## src/rtl/prefix_and_pkg.sv

```systemverilog
// prefix_and_pkg: shared constants and the ceil-div helper used to size the per-stage prefix chunk.
package prefix_and_pkg;
  localparam int MAX_N_IN = 32;
  localparam int CNT_W = 16;
  function automatic int ceil_div(input int a, input int b);
    return (a + b - 1) / b;
  endfunction
endpackage

```

## src/rtl/prefix_and_stage.sv

```systemverilog
// prefix_and_stage: one pipeline register stage performing cascade AND steps LO..HI-1 (empty range = pass-through).
module prefix_and_stage #(
  parameter int N_IN = 4,
  parameter int LO = 0,
  parameter int HI = 1
) (
  input  logic            clk,
  input  logic            reset,
  input  logic            adv,
  input  logic            in_valid,
  input  logic [N_IN-1:0] in_data,
  input  logic [N_IN-2:0] in_prefix,
  output logic            out_valid,
  output logic [N_IN-1:0] out_data,
  output logic [N_IN-2:0] out_prefix
);
  logic            valid_q, valid_d;
  logic [N_IN-1:0] data_q, data_d;
  logic [N_IN-2:0] prefix_q, prefix_d;
  logic [N_IN-1:0] chain;
  // chain[k] is the running product of operand bits 0..k; chain[0] is the seed p[-1] = d[0]
  always_comb begin
    chain = {in_prefix, in_data[0]};
    for (int j = LO; j < HI; j++) chain[j+1] = chain[j] & in_data[j+1];
    valid_d = adv ? in_valid : valid_q;
    data_d = adv ? (in_valid ? in_data : '0) : data_q;
    prefix_d = adv ? (in_valid ? chain[N_IN-1:1] : '0) : prefix_q;
  end
  always_ff @(posedge clk) begin
    if (reset) begin
      valid_q <= 1'b0;
      data_q <= '0;
      prefix_q <= '0;
    end else begin
      valid_q <= valid_d;
      data_q <= data_d;
      prefix_q <= prefix_d;
    end
  end
  assign out_valid = valid_q;
  assign out_data = data_q;
  assign out_prefix = prefix_q;
endmodule

```

## src/rtl/prefix_and_pipe.sv

```systemverilog
// prefix_and_pipe: pipelined cascade AND prefix with valid/ready handshakes.
// Optional ones_cnt output (saturating count of out_all=1 fires) enabled by PREFIX_AND_CNT_EN.
module prefix_and_pipe import prefix_and_pkg::*; #(
  parameter int N_IN = 4,
  parameter int STAGES = 2
) (
  input  logic            clk,
  input  logic            reset,
  input  logic [N_IN-1:0] in_data,
  input  logic            in_valid,
  output logic            in_ready,
  output logic [N_IN-2:0] out_prefix,
  output logic            out_all,
  output logic            out_valid,
  input  logic            out_ready
`ifdef PREFIX_AND_CNT_EN
  ,
  output logic [CNT_W-1:0] ones_cnt
`endif
);
  localparam int CHUNK = ceil_div(N_IN - 1, STAGES);
  logic                       adv;
  logic [STAGES:0]            v;
  logic [STAGES:0][N_IN-1:0]  d;
  logic [STAGES:0][N_IN-2:0]  p;
  logic                       unused_data;
  // whole pipe advances in lockstep; bubbles are kept, not collapsed
  assign adv = !out_valid | out_ready;
  assign in_ready = adv;
  assign v[0] = in_valid;
  assign d[0] = in_data;
  assign p[0] = '0;
  for (genvar s = 0; s < STAGES; s++) begin : g_stage
    localparam int LO = s * CHUNK;
    localparam int HI = ((s + 1) * CHUNK < N_IN - 1) ? (s + 1) * CHUNK : N_IN - 1;
    prefix_and_stage #(.N_IN(N_IN), .LO(LO), .HI(HI)) u_stage (
      .clk       (clk),
      .reset     (reset),
      .adv       (adv),
      .in_valid  (v[s]),
      .in_data   (d[s]),
      .in_prefix (p[s]),
      .out_valid (v[s+1]),
      .out_data  (d[s+1]),
      .out_prefix(p[s+1])
    );
  end
  assign unused_data = ^d[STAGES];
  assign out_valid = v[STAGES];
  assign out_prefix = p[STAGES];
  assign out_all = p[STAGES][N_IN-2];
`ifdef PREFIX_AND_CNT_EN
  logic [CNT_W-1:0] ones_cnt_q, ones_cnt_d;
  always_comb ones_cnt_d = (out_valid & out_ready & out_all & ~&ones_cnt_q) ? ones_cnt_q + 1'b1 : ones_cnt_q;
  always_ff @(posedge clk) begin
    if (reset) ones_cnt_q <= '0;
    else ones_cnt_q <= ones_cnt_d;
  end
  assign ones_cnt = ones_cnt_q;
`endif
endmodule
```

## config.mk

```make
export PLATFORM = sky130hd
export DESIGN_NAME = prefix_and_pipe
export DESIGN_NICKNAME = d
export VERILOG_FILES = /design/src/rtl/prefix_and_pkg.sv /design/src/rtl/prefix_and_stage.sv /design/src/rtl/prefix_and_pipe.sv
export SDC_FILE = /design/constraint.sdc
export NUM_CORES = 1
export LEC_CHECK = 0
export ABC_AREA = 0
export BUFFER_PORTS_ARGS = -buffer_cell sky130_fd_sc_hd__buf_2
export CELL_PAD_IN_SITES_DETAIL_PLACEMENT = 0
export CELL_PAD_IN_SITES_GLOBAL_PLACEMENT = 1
export CORE_AREA = 2 2 39 41
export CTS_CLUSTER_SIZE = 14
export DETAILED_ROUTE_END_ITERATION = 10
export DIE_AREA = 0 0 41 43
export PLACE_DENSITY = 0.64
export RECOVER_POWER = 100
export SETUP_SLACK_MARGIN = 0.15
export SYNTH_ARGS = -nofsm -noshare
export SYNTH_HDL_FRONTEND = slang
export SYNTH_SLANG_ARGS = --single-unit
```

## constraint.sdc

```tcl
create_clock -name clk -period 1.8 [get_ports clk]
set_input_delay 0.18 -clock clk [delete_from_list [all_inputs] [get_ports clk]]
set_output_delay 0.18 -clock clk [all_outputs]
set_load 0.03 [all_outputs]
```

==> flow_metrics.py <==
metrics = {
    "outcome": {
        "run_status": "complete, no violations",
    },
    "clocking": {
        "clockBufferDepth": 2,
        "postCtsHoldBufs": 0,
        "cts_inserted_buffers": 3,
        "clock_latency_ns": 0.24,
        "path_clk_slew_ns": 0.05,
        "ctsResizeCount": 0,
        "post-cts-setup-buffers": 0,
        "cts_tree": "yes",
        "h-tree-depth": 1,
        "clockRootBuffer": "clkbuf_4",
        "numClockSinks": 8,
    },
    "detailed_routing": {
        "avgRoutedWirePerCell_um": 9.37,
        "via_per_inst": 4.32,
        "dr.first_iter.drc_count": 5,
        "routed_wirelength_um": 609,
        "ant_nets": 0,
        "drtPass1Iterations": 4,
        "drc": 0,
        "vias": 281,
    },
    "placed_design": {
        "dp_hpwl_um": 444,
        "globalplace.congestion": 0.609,
        "numPortBuffers": 13,
        "placed_cell_area_um2": 373,
        "dp_slack_ns": 0.768,
    },
    "floorplan": {
        "die_area_um2": 1760,
        "start_util_pct": 22.4,
        "row_count": 14,
        "fp.dieH_um": 43,
        "core_area_um2": 1380,
        "ioPinCount": 14,
        "die_w_um": 41,
    },
    "setup_path": {
        "critPathKind": "reg2out",
        "cp_max_fo": 8,
        "r2r_end": "g_stage[0].u_stage.out_prefix[0]",
        "endpoint_kind": "primary output",
        "ff2ff_path_depth": 4,
        "startpoint_type": "flip-flop",
        "regToRegStartpoint": "g_stage[1].u_stage.out_valid",
        "required_ns": 1.62,
        "critical_path_arrival_ns": 1.23,
        "r2r_setup_slack_ns": 0.75,
    },
    "cells_and_area": {
        "final_cell_mix": "dfxtp_1 (8), nand2_1 (7), buf_2 (7)",
        "area_growth_pct": 25.0,
        "final_nets": 59,
        "final_cell_area_um2": 388,
        "final_common_cell": "dfxtp_1",
        "antennaDiodeCount": 0,
        "drive_above_1_share_pct": 22.4,
    },
    "timing": {
        "fin_setup_tns_ns": 0,
        "finalSetupViolations": 0,
        "timing.final.crit_share_pct": 78.5,
        "rsz0062_at_grt": "no",
        "tightest_slew_ns": 0.364,
        "min_period_ns": 1.41,
        "skew_ns": 0.00331,
        "max-slew-margin-rel_pct": 75.9,
        "slew_violations": 0,
        "final.setup.worst_slack_ns": 0.386,
        "timing.fmax_mhz": 707,
        "final-hold-violation-count": 0,
    },
    "logic_synthesis": {
        "avgSynthCellArea_um2": 8.62,
        "synth.distinct_cells": 13,
        "synthCells": 36,
        "synth_top_cell_by_area": "dfxtp_1",
        "synth_top_area_share_pct": 51.6,
        "yosysSeqAreaShare_pct": 51.6,
        "synth_nets": 44,
        "yosys_warnings": 0,
        "yosys-top-cells-area": "dfxtp_1 (52%), a21oi_1 (9.7%), nand2_1 (8.5%)",
        "ys_ff_latch": 8,
        "netlist_area_um2": 310,
    },
    "min_path": {
        "hold_class": "in2reg",
        "min_to": "g_stage[0].u_stage.out_prefix[1]",
        "min-delay-start": "in_data[2]",
        "worstHoldPathCells": 3,
    },
    "global_routing": {
        "grt_pass1_wl_um": 959,
        "grt_pass1_vias": 242,
        "gr-usage-all-layers_pct": 8.55,
        "grt_overflow": 0,
        "grt_max_degree": 9,
        "antenna_found_initial": 0,
    },
    "flow_run": {
        "drv_cap": 0,
    },
    "power": {
        "power_leakage_nw": 0.155,
        "vdd_drop_max_uv": 265,
        "power_density_nw_per_um2": 891,
    },
}
power by group:
group          total (mW)  switching, mW  internal [mW]  leakage (nW)
Combinational      0.0292         0.0173         0.0119        0.0758
Sequential          0.186        0.00359          0.182        0.0652
Clock               0.131         0.0547         0.0759        0.0138
Total               0.346         0.0756          0.270         0.155
worst max-delay path by stage:
stage                                       from                               end  cells past startpoint
finish              g_stage[1].u_stage.out_valid                          in_ready                      3
global route        g_stage[1].u_stage.out_valid                          in_ready                      3
CTS                 g_stage[1].u_stage.out_valid                          in_ready                      3
detailed placement  g_stage[1].u_stage.out_valid                          in_ready                      3
global placement    g_stage[1].u_stage.out_valid                          in_ready                      3
floorplan           g_stage[1].u_stage.out_valid  g_stage[0].u_stage.out_prefix[0]                      5
per-stage QoR:
step,total power [mW],hold slack (ns),utilization (%),instances
finish,0.346,0.185,28.0,65
global route,0.366,0.194,28.0,65
CTS,0.352,0.183,28.6,65
detailed placement,0.220,0.445,26.9,62
global placement,0.219,0.447,26.9,62
floorplan,0.208,0.320,-,36
critical path, cell delays in order (launching register included):
cell,delay (ns)
dfxtp_1,0.31
nor2b_4,0.15
inv_1,0.20
clkbuf_1,0.34
cells by family after synthesis:
logic type,count (synthesis),share of synthesized area (%)
AO/OA/AOI/OAI,6,9.68
buffers and inverters,4,8.47
flip-flops,8,51.6
multiplexers,1,3.23
AND/OR/NAND/NOR,17,27.0
sequential cells by signal (all words and copies together), names as in the netlist:
| name | count |
|---|---|
| g_stage.u_stage.out_data | 1 |
| g_stage.u_stage.out_prefix | 5 |
| g_stage.u_stage.out_valid | 2 |
synth_stat cells:
| master | number |
|---|---|
| dfxtp_1 | 8 |
| inv_2 | 1 |
| nor2b_4 | 1 |
| nand4_1 | 1 |
| buf_6 | 1 |
| a21oi_1 | 6 |
| nor2_1 | 3 |
| buf_1 | 1 |
| buf_4 | 1 |
| nand2_1 | 7 |
| and3_1 | 1 |
| mux2i_1 | 1 |
| nand3_1 | 4 |
layer usage:
metal / track usage, % / vias up / part of all wire (%)
met3: 4.71 / 2 / 9.7
li1: - / 146 / -
met4: 6.00 / 0 / 2.3
met1: 11.0 / 121 / 47
met2: 10.3 / 12 / 41
met5: 0 / - / 0
cell type report:
class                      instances  area, µm²
tap                               16       20.0
clock buffer                       3       22.5
multi-input combinational         24        124
fill                             161        996
sequential                         8        160
inverter                           1       3.75
timing repair buffer              13       57.6
Power figures use the tool's default switching activity.
